==> config.mk <==
export PLATFORM = sky130hd
export DESIGN_NAME = multdiv_iter_flat
export DESIGN_NICKNAME = d
export VERILOG_FILES = /design/src/rtl/multdiv_iter_pkg.sv /design/src/rtl/multdiv_iter_if.sv /design/src/rtl/multdiv_iter_div.sv /design/src/rtl/multdiv_iter.sv /design/src/flat_wrapper.sv
export SDC_FILE = /design/constraint.sdc
export NUM_CORES = 1
export LEC_CHECK = 0
export BUFFER_PORTS_ARGS = -buffer_cell sky130_fd_sc_hd__buf_2
export CAP_MARGIN = 30
export CORE_ASPECT_RATIO = 1.2
export CORE_MARGIN = 4
export CORE_UTILIZATION = 55
export DETAILED_ROUTE_END_ITERATION = 12
export GPL_TIMING_DRIVEN = 1
export PLACE_DENSITY = 0.8
export SLEW_MARGIN = 10
export SYNTH_ARGS = -nofsm -noshare
export SYNTH_HDL_FRONTEND = slang
export SYNTH_HIERARCHICAL = 1
export SYNTH_SLANG_ARGS = --single-unit
export TNS_END_PERCENT = 30
==> constraint.sdc <==
create_clock -name clock -period 12.65 [get_ports clock]
set_input_delay 0.6325 -clock clock [delete_from_list [all_inputs] [get_ports clock]]
set_output_delay 0.6325 -clock clock [all_outputs]
set_load 0.05 [all_outputs]
==> src/rtl/multdiv_iter_pkg.sv <==
// multdiv_iter shared types and constants.
// State encoding, iteration count and overflow helper.
package multdiv_pkg;

    typedef enum logic [1:0] {
        IDLE,
        MULT,
        DIV,
        DONE
    } state_t;

    localparam int          ITER_COUNT = 32;
    localparam logic [31:0] INT_MIN    = 32'h8000_0000;

    // Signed 32-bit overflow: bits [63:31] of the product disagree.
    function automatic logic mul_ovf(input logic [63:0] p);
        return !((&p[63:31]) || !(|p[63:31]));
    endfunction

endpackage

==> src/rtl/multdiv_iter_if.sv <==
// multdiv_iter request/response bundle.
// master drives operands and start pulses; slave is the unit.
interface multdiv_iter_if #(
    parameter int WIDTH = 32
);

    logic [WIDTH-1:0] data_operandA;
    logic [WIDTH-1:0] data_operandB;
    logic             ctrl_MULT;
    logic             ctrl_DIV;
    logic [WIDTH-1:0] data_result;
    logic             data_exception;
    logic             data_resultRDY;
    logic             busy;

    modport master (
        output data_operandA,
        output data_operandB,
        output ctrl_MULT,
        output ctrl_DIV,
        input  data_result,
        input  data_exception,
        input  data_resultRDY,
        input  busy
    );

    modport slave (
        input  data_operandA,
        input  data_operandB,
        input  ctrl_MULT,
        input  ctrl_DIV,
        output data_result,
        output data_exception,
        output data_resultRDY,
        output busy
    );

endinterface

==> src/rtl/multdiv_iter_div.sv <==
// One restoring-division iteration.
// Shift rem:quo left, trial-subtract divisor, keep or restore.
module div_restore_step #(
    parameter int WIDTH = 32
) (
    input  logic [WIDTH:0]   rem,
    input  logic [WIDTH-1:0] quo,
    input  logic [WIDTH-1:0] dvs,
    output logic [WIDTH:0]   rem_nxt,
    output logic [WIDTH-1:0] quo_nxt
);

    logic [WIDTH:0]   rem_sh;
    logic [WIDTH-1:0] quo_sh;
    logic [WIDTH:0]   diff;

    // Trial subtract; a set top bit means the divisor did not fit.
    always_comb begin
        rem_sh  = {rem[WIDTH-1:0], quo[WIDTH-1]};
        quo_sh  = {quo[WIDTH-2:0], 1'b0};
        diff    = rem_sh - {1'b0, dvs};
        rem_nxt = rem_sh;
        quo_nxt = quo_sh;
        if (!diff[WIDTH]) begin
            rem_nxt = diff;
            quo_nxt = quo_sh | {{(WIDTH-1){1'b0}}, 1'b1};
        end
    end

endmodule

==> src/rtl/multdiv_iter.sv <==
// Iterative signed multiply (radix-2 Booth) / divide (restoring).
// 33-cycle latency; divide-by-zero answers after one cycle.
module multdiv_iter
    import multdiv_pkg::*;
#(
    parameter int WIDTH = 32,
    parameter int CNT_W = 6
) (
    input logic         clock,
    input logic         reset_n,
    multdiv_iter_if.slave bus
);

    state_t state, state_n;

    logic [CNT_W-1:0] cnt;
    logic [WIDTH-1:0] a_q;
    logic [WIDTH-1:0] hi, lo;
    logic             q1;
    logic [WIDTH:0]   rem;
    logic [WIDTH-1:0] quo, dvs;
    logic             neg, dz, ovf_d;
    logic [WIDTH-1:0] res_q;
    logic             exc_q;

    logic start_m, start_d, start;
    logic running, last, fin_c;
    logic ld_m, ld_d, step, fin;

    logic [WIDTH:0]   ax, hx, sum;
    logic [WIDTH:0]   rem_nxt;
    logic [WIDTH-1:0] quo_nxt;
    logic [WIDTH-1:0] a_abs, b_abs;

    assign start_m = bus.ctrl_MULT & ~bus.ctrl_DIV;
    assign start_d = bus.ctrl_DIV & ~bus.ctrl_MULT;
    assign start   = start_m | start_d;
    assign running = (state == MULT) || (state == DIV);
    assign last    = (cnt == CNT_W'(ITER_COUNT));
    assign fin_c   = running && (last || (state == DIV && dz));

    assign a_abs = bus.data_operandA[WIDTH-1] ? -bus.data_operandA
                                              : bus.data_operandA;
    assign b_abs = bus.data_operandB[WIDTH-1] ? -bus.data_operandB
                                              : bus.data_operandB;

    assign bus.data_result    = res_q;
    assign bus.data_exception = exc_q;
    assign bus.data_resultRDY = (state == DONE);
    assign bus.busy           = running;

    div_restore_step #(.WIDTH(WIDTH)) u_div (
        .rem     (rem),
        .quo     (quo),
        .dvs     (dvs),
        .rem_nxt (rem_nxt),
        .quo_nxt (quo_nxt)
    );

    // Booth add/subtract on the sign-extended high half.
    always_comb begin
        ax  = {a_q[WIDTH-1], a_q};
        hx  = {hi[WIDTH-1], hi};
        sum = hx;
        case ({lo[0], q1})
            2'b01:   sum = hx + ax;
            2'b10:   sum = hx - ax;
            default: sum = hx;
        endcase
    end

    // Next state and datapath controls; a legal start always wins.
    always_comb begin
        state_n = state;
        ld_m    = 1'b0;
        ld_d    = 1'b0;
        step    = 1'b0;
        fin     = 1'b0;
        unique case (1'b1)
            start_m: begin
                state_n = MULT;
                ld_m    = 1'b1;
            end
            start_d: begin
                state_n = DIV;
                ld_d    = 1'b1;
            end
            !start && state == DONE: begin
                state_n = IDLE;
            end
            !start && fin_c: begin
                state_n = DONE;
                fin     = 1'b1;
            end
            !start && running && !fin_c: begin
                step = 1'b1;
            end
            default: ;
        endcase
    end

    // State register.
    always_ff @(posedge clock or negedge reset_n) begin
        if (!reset_n) begin
            state <= IDLE;
        end else begin
            state <= state_n;
        end
    end

    // Operand capture and one Booth or restoring step per cycle.
    always_ff @(posedge clock or negedge reset_n) begin
        if (!reset_n) begin
            cnt   <= '0;
            a_q   <= '0;
            hi    <= '0;
            lo    <= '0;
            q1    <= 1'b0;
            rem   <= '0;
            quo   <= '0;
            dvs   <= '0;
            neg   <= 1'b0;
            dz    <= 1'b0;
            ovf_d <= 1'b0;
        end else if (ld_m) begin
            cnt <= '0;
            a_q <= bus.data_operandA;
            hi  <= '0;
            lo  <= bus.data_operandB;
            q1  <= 1'b0;
        end else if (ld_d) begin
            cnt   <= '0;
            rem   <= '0;
            quo   <= a_abs;
            dvs   <= b_abs;
            neg   <= bus.data_operandA[WIDTH-1] ^ bus.data_operandB[WIDTH-1];
            dz    <= (bus.data_operandB == '0);
            ovf_d <= (bus.data_operandA == INT_MIN) &&
                     (bus.data_operandB == '1);
        end else if (step) begin
            cnt <= cnt + 1'b1;
            if (state == MULT) begin
                hi <= sum[WIDTH:1];
                lo <= {sum[0], lo[WIDTH-1:1]};
                q1 <= lo[0];
            end else begin
                rem <= rem_nxt;
                quo <= quo_nxt;
            end
        end
    end

    // Result and flag, updated only on entry to DONE.
    always_ff @(posedge clock or negedge reset_n) begin
        if (!reset_n) begin
            res_q <= '0;
            exc_q <= 1'b0;
        end else if (fin) begin
            if (state == MULT) begin
                res_q <= lo;
                exc_q <= mul_ovf({hi, lo});
            end else if (dz) begin
                res_q <= '0;
                exc_q <= 1'b1;
            end else begin
                res_q <= neg ? -quo : quo;
                exc_q <= ovf_d;
            end
        end
    end

endmodule
==> src/flat_wrapper.sv <==
// flat-port wrapper written by rule: the top's interface ports become plain ports
module multdiv_iter_flat import multdiv_pkg::*;
#(
    parameter int WIDTH = 32,
    parameter int CNT_W = 6
)
  (clock, reset_n, bus_data_operandA, bus_data_operandB, bus_ctrl_MULT, bus_ctrl_DIV, bus_data_result, bus_data_exception, bus_data_resultRDY, bus_busy);
  multdiv_iter_if #(.WIDTH(WIDTH)) bus_i ();
  input logic clock;
  input logic reset_n;
  input wire logic [$bits(bus_i.data_operandA)-1:0] bus_data_operandA;
  input wire logic [$bits(bus_i.data_operandB)-1:0] bus_data_operandB;
  input wire logic [$bits(bus_i.ctrl_MULT)-1:0] bus_ctrl_MULT;
  input wire logic [$bits(bus_i.ctrl_DIV)-1:0] bus_ctrl_DIV;
  output wire logic [$bits(bus_i.data_result)-1:0] bus_data_result;
  output wire logic [$bits(bus_i.data_exception)-1:0] bus_data_exception;
  output wire logic [$bits(bus_i.data_resultRDY)-1:0] bus_data_resultRDY;
  output wire logic [$bits(bus_i.busy)-1:0] bus_busy;
  assign bus_i.data_operandA = bus_data_operandA;
  assign bus_i.data_operandB = bus_data_operandB;
  assign bus_i.ctrl_MULT = bus_ctrl_MULT;
  assign bus_i.ctrl_DIV = bus_ctrl_DIV;
  assign bus_data_result = bus_i.data_result;
  assign bus_data_exception = bus_i.data_exception;
  assign bus_data_resultRDY = bus_i.data_resultRDY;
  assign bus_busy = bus_i.busy;
  multdiv_iter #(.WIDTH(WIDTH), .CNT_W(CNT_W)) u_core (.clock(clock), .reset_n(reset_n), .bus(bus_i));
endmodule
# Word-level counts from Yosys, hierarchy flattened

Index checks and enable logic that the tools add are counted.

Logic and storage cells: 102
Input bits: 68
Bits in registers: 237

$add $sub $neg: 7
Reductions and logical operators: 27
Equality and inequality tests: 10
Bitwise operators: 7
Multiplexer cells: 36

Operators with widths:

| kind                                                                    | number |
|---|---|
| 32-bit 2-to-1 mux                                                       | 20 |
| 32-bit negation                                                         | 3 |
| 33-bit one-hot mux with 2 select lines                                  | 1 |
| 32-bit == test, second input constant                                   | 2 |
| 32-bit by 32-bit adder with 33-bit output                               | 1 |
| 33-bit AND reduction                                                    | 1 |
| 33-bit OR reduction                                                     | 1 |
| 32-bit by 32-bit subtractor with 33-bit output                          | 1 |
| 33-bit by 32-bit subtractor with 33-bit output                          | 1 |
| 32-bit logical NOT                                                      | 1 |
| 6-bit 2-to-1 mux                                                        | 3 |
| 1-bit 2-to-1 mux                                                        | 11 |
| 2-bit one-hot mux with 4 select lines                                   | 1 |
| 1-bit logical AND                                                       | 7 |
| 6-bit by 1-bit adder with 6-bit output, second input constant           | 1 |
| 2-bit == test, second input constant                                    | 3 |
| 6-bit == test, second input constant                                    | 1 |
| 3-bit AND reduction                                                     | 2 |
| 2-bit nonzero test                                                      | 3 |
| 3-bit nonzero test                                                      | 2 |
| 2-bit by 1-bit == test with 1-bit output, second input constant         | 2 |
| 1-bit logical NOT                                                       | 4 |
| 2-bit by 1-bit inequality test with 1-bit output, second input constant | 2 |
| 4-bit AND reduction                                                     | 1 |
| 7 further kinds                                                         | 12 |

# Logic depth before layout (Yosys ltp)

Gate-level depths: netlist (run 1).

Depth after elaboration: 10
Mapped depth: 19

# Cells and area by module

The synthesis (run 1) kept the hierarchy.

Modules (own cells, without submodules):

| module           | area each (um^2) | times used | cells an instance |
|---|---|---|---|
| multdiv_iter     | 14181.1          | 1          | 1557 |
| div_restore_step | 2676.3           | 1          | 387 |

# Worst setup path before layout (run 1)

Ideal clock, no wire load.

Path type: register -> register
Start: register u_core.a_q[5]
End: register u_core.hi[31]
Library setup time: 0.133 ns
Required time: 12.517 ns
Arrival time: 3.948 ns
Path buffers: 1
Path slack: 8.569 ns
Cell stages (with the launch flop): 18
Period minus slack after synthesis: 4.081 ns
Cells stage by stage: dfrtp_1 or4_1 nor3_1 nand3b_1 nor3_1 a21oi_1 xnor2_1 ha_1 clkbuf_1 nand4_1 nor3_1 a2111oi_0 o21ai_0 a31oi_1 o21ai_0 a311oi_1 xnor2_1 o21ai_0

Cells in the longest elaborated chain, start to end: 6
Elaborated cells on any way between the ends: 7

Ends and longest elaborated chain:

| what                                                                                                               | line                                   | text |
|---|---|---|
| start, declared                                                                                                    | multdiv_iter.sv:17                     | `logic [WIDTH-1:0] a_q;` |
| start signal, assigned                                                                                             | multdiv_iter.sv:127                    | `a_q <= bus.data_operandA;` |
| 32-bit by 32-bit subtractor with 33-bit output / 32-bit by 32-bit adder with 33-bit output (equally long branches) | multdiv_iter.sv:67, multdiv_iter.sv:66 |  |
| 33-bit one-hot mux with 2 select lines *                                                                           | multdiv_iter.sv:65                     | `case ({lo[0], q1})` |
| 32-bit 2-to-1 mux *                                                                                                | multdiv_iter.sv:142                    | `if (state == MULT) begin` |
| 32-bit 2-to-1 mux *                                                                                                | multdiv_iter.sv:140                    | `end else if (step) begin` |
| 32-bit 2-to-1 mux *                                                                                                | multdiv_iter.sv:131                    | `end else if (ld_d) begin` |
| 32-bit 2-to-1 mux *                                                                                                | multdiv_iter.sv:125                    | `end else if (ld_m) begin` |
| end signal, assigned                                                                                               | multdiv_iter.sv:143                    | `hi <= sum[WIDTH:1];` |
| end, declared                                                                                                      | multdiv_iter.sv:18                     | `logic [WIDTH-1:0] hi, lo;` |

Every way passes the cells marked *; elsewhere a longest branch is shown, timed or not. The select of a mux whose other input is x is not followed.
A chain may end at the register's enable or synchronous reset.

# Worst setup path after layout (run 1)

Start: register u_core.a_q[1]
End: register u_core.hi[31]

Same word-level chain as after synthesis.

==> impl_metrics.json, run 1 <==
{
  "antenna_found_initial": 7,
  "drive_gt1_share_pct": 13.0,
  "ys_warn_count": 6,
  "grt_pass1_wl_um": 75000,
  "wl_um": 46800,
  "p_total_w": 0.00357,
  "port_buffers": 102,
  "fin_area_mm2": 0.0183,
  "rsz0062_at_grt": "no",
  "gp_congestion": 0.985,
  "grt_overflow": 0,
  "pre_cts_slack_ps": 7960,
  "maxCapViolCount": 0,
  "crit_arrival_ps": 5150,
  "syn_avg_cell_area_um2": 8.66,
  "vias": 14800,
  "crit_type": "flop to flop",
  "tns_ps": 0,
  "syn2layout_area_growth_pct": 8.92,
  "clkTransAtPathRegs_ps": 60,
  "grt_usage_pct": 27.2,
  "syn_area_mm2": 0.0168,
  "cts_max_level": 1,
  "p_sw_share_pct": 43.9,
  "nNetsFinal": 2100,
  "io_pins": 103,
  "die_h_um": 200,
  "dr.pass1.iters": 5,
  "wl_met2_um": 23000,
  "clockBufferDepth": 3,
  "post_cts_resized": 0,
  "cts_buffers": 27,
  "insertion_delay_ps": 550,
  "final.fill_count": 2577,
  "met1_length_um": 18600,
  "finalCriticalPeriod_ps": 4750,
  "wl_per_cell_um": 19.8,
  "top_layer": "met5",
  "hold_class": "input pin to asynchronous set/reset pin",
  "row_count": 69,
  "critical_path_peak_fanout": 5,
  "grt_pass1_vias": 14400,
  "syn-num-nets": 2090,
  "ctsHoldBuffers": 0,
  "synthCells": 1942,
  "fmax_mhz": 211,
  "ant_nets": 0,
  "relSlewSlack_pct": 37.5,
  "hold_viol_final": 0,
  "maxSlewViolCount": 0,
  "worstMarginPinSlew_ps": 938,
  "clock_skew_ps": 13.6,
  "cts_tree": "built",
  "drtIter0Drc": 1278,
  "initial_core_util_pct": 56.3,
  "outcome": "finished, final reports clean",
  "die_w_um": 168,
  "period_share_pct": 37.5,
  "via_per_inst": 6.23,
  "setup_viol": 0,
  "wl_met3_um": 3160,
  "cp-start-kind": "flop",
  "critPathCaptureType": "flop",
  "power_switching_w": 0.00157,
  "setup_ws_ps": 7900,
  "pwr-share-clk_pct": 22.7,
  "root_buffer": "clkbuf_16",
  "core_area_mm2": 0.0299,
  "hpwl_um": 34300,
  "grt_max_degree": 117,
  "dieArea_mm2": 0.0335,
  "pwr-share-comb_pct": 43.4,
  "cp.required_ps": 13050,
  "drt_drc_violations_left": 0,
  "placed_cell_area_mm2": 0.0174,
  "p_leak_nw": 8.22,
  "post-cts-setup-buffer-count": 0,
  "powerDensity_mw_per_mm2": 195,
  "cts_sinks": 237,
  "pwr-share-seq_pct": 33.9,
  "ir_drop_mv": 0.156,
  "p_int_w": 0.00200
}
## path summary, 6_finish.rpt
path	start	endpoint	slack, ps	cells past startpoint
worst max-delay path	u_core/a_q[1]$_DFFE_PN0P_	u_core/hi[31]$_DFFE_PN0P_	7900	18
worst min-delay path	reset_n	u_core/rem[27]$_DFFE_PN0P_	120	1
worst max register to register	u_core/a_q[1]$_DFFE_PN0P_	u_core/hi[31]$_DFFE_PN0P_	7900	18
worst min register to register	u_core/cnt[5]$_DFFE_PN0P_	u_core/cnt[5]$_DFFE_PN0P_	490	1
max in group asynchronous	reset_n	u_core/a_q[2]$_DFFE_PN0P_	10420	3
min in group clock	bus_data_operandA[30]	u_core/a_q[30]$_DFFE_PN0P_	360	2
## flip-flops by register name (all words and copies together), names as in the netlist
name	cells
u_core/q1	1
u_core/cnt	6
u_core/bus.data_exception	1
u_core/hi	32
u_core/quo	32
u_core/ovf_d	1
u_core/dvs	32
u_core/state	2
u_core/rem	32
u_core/bus.data_result	32
u_core/a_q	32
u_core/dz	1
u_core/neg	1
u_core/lo	32
## per-layer routing
metal  GRT usage [%]  vias up
met1            34.0     7095
met2            47.3      508
met5               0        -
li1                -     7014
met3            4.85      120
met4            10.6       14
## power groups by stage
stage	Combinational, W	Sequential [W]	Clock [W]
after floorplan	0.00104	0.00130	0
after global placement	0.00148	0.00120	0
after detailed placement	0.00152	0.00121	0
after CTS	0.00153	0.00120	0.000827
after global routing	0.00171	0.00124	0.000858
final	0.00155	0.00121	0.000811
## per-stage QoR
step | hold slack [ps] | util (%) | instances
after floorplan | 337 | - | 1942
after global placement | 459 | 58.1 | 2311
after detailed placement | 487 | 58.1 | 2312
after CTS | 176 | 61.2 | 2361
after global routing | 218 | 61.3 | 2362
final | 123 | 61.3 | 2366
## cells in the final DEF (no fill, tap or decap), types with 32 or more instances in the layout
cell type    n
buf_2      101
a22o_1      38
xor2_1      85
o31ai_1     38
nand4_1     32
a22oi_1     32
nor3_1      36
xnor2_1     79
nand2_1    197
mux2_2      45
dfrtp_1    237
o21ai_0    180
mux2i_1     42
inv_1       74
ha_1        75
nor2_1     137
a21oi_1    163
## layout make-up
class	count	area [um^2]	share of cell area, %
timing repair buffer	116	658	3.59
sequential	237	5930	32.4
tap	390	488	2.66
inverter	74	278	1.52
clock inverter	16	184	1.00
antenna	4	10.0	0.0546
clock buffer	33	738	4.03
multi-input combinational	1496	10000	54.8
## worst max-delay path, cell delays in order, from the launching register on
cell and delay, ps:
dfrtp_1 400, inv_1 90, ha_1 160, nor3b_1 360, nor3b_1 480, nand3b_1 240, nor3_1 320, a21oi_1 140
xnor2_1 170, ha_1 340, nand4_1 160, nor3_1 80, a2111oi_0 360, o21ai_0 160, a31oi_1 360, o21ai_0 210
a311oi_1 360, xnor2_1 150, o21ai_0 80
No activity file was read; power rests on OpenSTA's default activity.
==> run 2: changes to the inputs <==
PLACE_DENSITY = 0.83   (was 0.8)
clock period = 4.35 ns   (was 12.65 ns; I/O delays follow)
==> run 2 against run 1 <==
Effect of this change: worst setup slack worse by 7700 ps; cell count up 1.7%; flip-flop and latch count is the same; critical endpoint is now u_core/hi[28]$_DFFE_PN0P_; largest cell class unchanged; highest routed layer unchanged.
==> impl_metrics.json, run 2 (synthesized netlist as in run 1, its figures left out) <==
{
  "cp-start-kind": "flop",
  "drive_gt1_share_pct": 13.9,
  "crit_arrival_ps": 4600,
  "met2_usage_pct": 49.7,
  "layout_common_cells": "dfrtp_1 (237), nand2_1 (197), o21ai_0 (179)",
  "grt_max_degree": 108,
  "die_h_um": 200,
  "setup_viol": 0,
  "powerDensity_mw_per_mm2": 561,
  "antenna_found_initial": 2,
  "insertion_delay_ps": 560,
  "drt_drc_violations_left": 0,
  "cts_tree": "built",
  "clkTransAtPathRegs_ps": 60,
  "dieArea_mm2": 0.0335,
  "pwr-share-clk_pct": 22.4,
  "core_area_mm2": 0.0299,
  "dr.pass1.iters": 8,
  "worstMarginPinSlew_ps": 746,
  "hold_viol_final": 0,
  "wl_per_cell_um": 20.6,
  "hpwl_um": 35700,
  "grt_usage_pct": 28.5,
  "ant_nets": 0,
  "tns_ps": 0,
  "vias": 15300,
  "nNetsFinal": 2146,
  "fmax_mhz": 240,
  "finalCriticalPeriod_ps": 4160,
  "pwr-share-comb_pct": 43.9,
  "final.fill_count": 2466,
  "top_usage_layer": "met2",
  "period_share_pct": 95.7,
  "crit_chain": "or4_4, nor3b_2, buf_4, a21oi_1, xnor2_1, ha_1, and4_1, a221o_1, a31oi_1, o22ai_1, a21oi_1, buf_4, nor4b_1, nor3_1, o31ai_1",
  "gp_congestion": 0.983,
  "power_switching_w": 0.00461,
  "wl_um": 49600,
  "clockBufferDepth": 3,
  "r2r_cells": 15,
  "root_buffer": "clkbuf_16",
  "cts_buffers": 27,
  "cp.required_ps": 4790,
  "row_count": 69,
  "relSlewSlack_pct": 50.2,
  "crit_path_top_delay_cell": "or4_4",
  "grt_pass1_wl_um": 78500,
  "io_pins": 103,
  "r2r-end": "u_core/hi[28]$_DFFE_PN0P_",
  "pwr-share-seq_pct": 33.7,
  "n_antenna_cell": 0,
  "hold_depth": 3,
  "maxSlewViolCount": 0,
  "grtUsageMet3_pct": 3.82,
  "p_total_w": 0.0105,
  "port_buffers": 102,
  "min_to": "u_core/dvs[20]$_DFFE_PN0P_",
  "crit-reg2reg-launch": "u_core/a_q[5]$_DFFE_PN0P_",
  "cts_sinks": 237,
  "syn2layout_area_growth_pct": 11.4,
  "ir_drop_mv": 0.448,
  "initial_core_util_pct": 56.3,
  "r2r_setup_slack_ps": 190,
  "p_int_w": 0.00589,
  "die_w_um": 168,
  "hold_start": "bus_data_operandB[20]",
  "crit_type": "flop to flop",
  "clock_skew_ps": 34.1,
  "drtIter0Drc": 1619,
  "cp_top_family": "simple AND/OR/NAND/NOR gates",
  "via_per_inst": 6.36,
  "p_sw_share_pct": 43.9,
  "outcome": "finished, final reports clean",
  "hold_class": "input pin to flop",
  "grt_overflow": 0,
  "critical_path_peak_fanout": 6,
  "maxCapViolCount": 0,
  "critPathCaptureType": "flop",
  "final_common_cell": "dfrtp_1",
  "grtUsageMet1_pct": 35.4,
  "crit_buf_inv": 2,
  "p_leak_nw": 8.43,
  "cts_max_level": 1,
  "crit_path_max_incr_delay_ps": 590,
  "grt_pass1_vias": 15000
}
==> run 2: changes by cell type in the layout (fill, tap and decap cells not counted), sizes merged, moves of 2 or more <==
cell | previous run | this run
clkinvlp | 4 | 1
diode | 4 | 0
clkbuf | 33 | 36
clkinv | 8 | 6
dlygate4sd3 | 0 | 24
buf | 116 | 138
==> run 2: power groups by stage <==
| stage | clock network, W | registers, W | logic (W) |
|---|---|---|---|
| after floorplan | 0 | 0.00378 | 0.00301 |
| after global placement | 0 | 0.00351 | 0.00434 |
| after detailed placement | 0 | 0.00354 | 0.00449 |
| after CTS | 0.00239 | 0.00352 | 0.00454 |
| after global routing | 0.00249 | 0.00361 | 0.00503 |
| final | 0.00235 | 0.00354 | 0.00461 |
==> run 2: per-layer routing <==
layer,up-vias,share of wire [%]
met1,7393,39
met4,4,5.3
met5,-,0.048
li1,7079,-
met3,175,6.3
met2,652,50
==> run 2: how the worst max path moves through the flow <==
stage | to | cells after the start | start
after floorplan | u_core/hi[31]$_DFFE_PN0P_ | 17 | u_core/a_q[5]$_DFFE_PN0P_
after global placement | u_core/hi[29]$_DFFE_PN0P_ | 17 | u_core/a_q[12]$_DFFE_PN0P_
after detailed placement | u_core/hi[27]$_DFFE_PN0P_ | 17 | u_core/a_q[5]$_DFFE_PN0P_
after CTS | u_core/hi[27]$_DFFE_PN0P_ | 17 | u_core/a_q[5]$_DFFE_PN0P_
after global routing | u_core/hi[28]$_DFFE_PN0P_ | 15 | u_core/a_q[5]$_DFFE_PN0P_
final | u_core/hi[28]$_DFFE_PN0P_ | 15 | u_core/a_q[5]$_DFFE_PN0P_
==> run 2: timing repair <==
action | CTS | global route
buffers inserted | 0 | 1
endpoints found under the hold margin | 110 | 0
hold buffers | 24 | 0
resized for setup | 0 | 9
setup endpoints to repair | 0 | 9
==> run 2: worst reg2reg max path, cell delays in order (launching register included) <==
cell	delay, ps
dfrtp_1	450
or4_4	590
nor3b_2	240
buf_4	160
a21oi_1	70
xnor2_1	130
ha_1	370
and4_1	280
a221o_1	180
a31oi_1	70
o22ai_1	430
a21oi_1	140
buf_4	190
nor4b_1	420
nor3_1	100
o31ai_1	230
==> run 2: through the flow <==
step / utilization [%] / setup slack, ps / std cells / hold WS, ps / cell area [um^2]
floorplan: - / 269 / 1942 / -78.1 / 16800
global placement: 58.6 / 303 / 2332 / 264 / 17500
detailed placement: 58.7 / 59.8 / 2333 / 263 / 17500
CTS: 62.5 / 36.5 / 2405 / 4.14 / 18700
global route: 62.7 / -31.6 / 2407 / 19.0 / 18700
finish: 62.7 / 187 / 2407 / 17.0 / 18700
==> run 2: final cells by class <==
cell class	count	area, um^2	area share, %
flip-flops and latches	237	5930	31.6
clock buffers	36	749	4.00
multi-input cells	1496	10100	53.7
inverters	74	278	1.48
clock inverters	12	160	0.854
repair buffers	162	1060	5.67
well taps	390	488	2.60
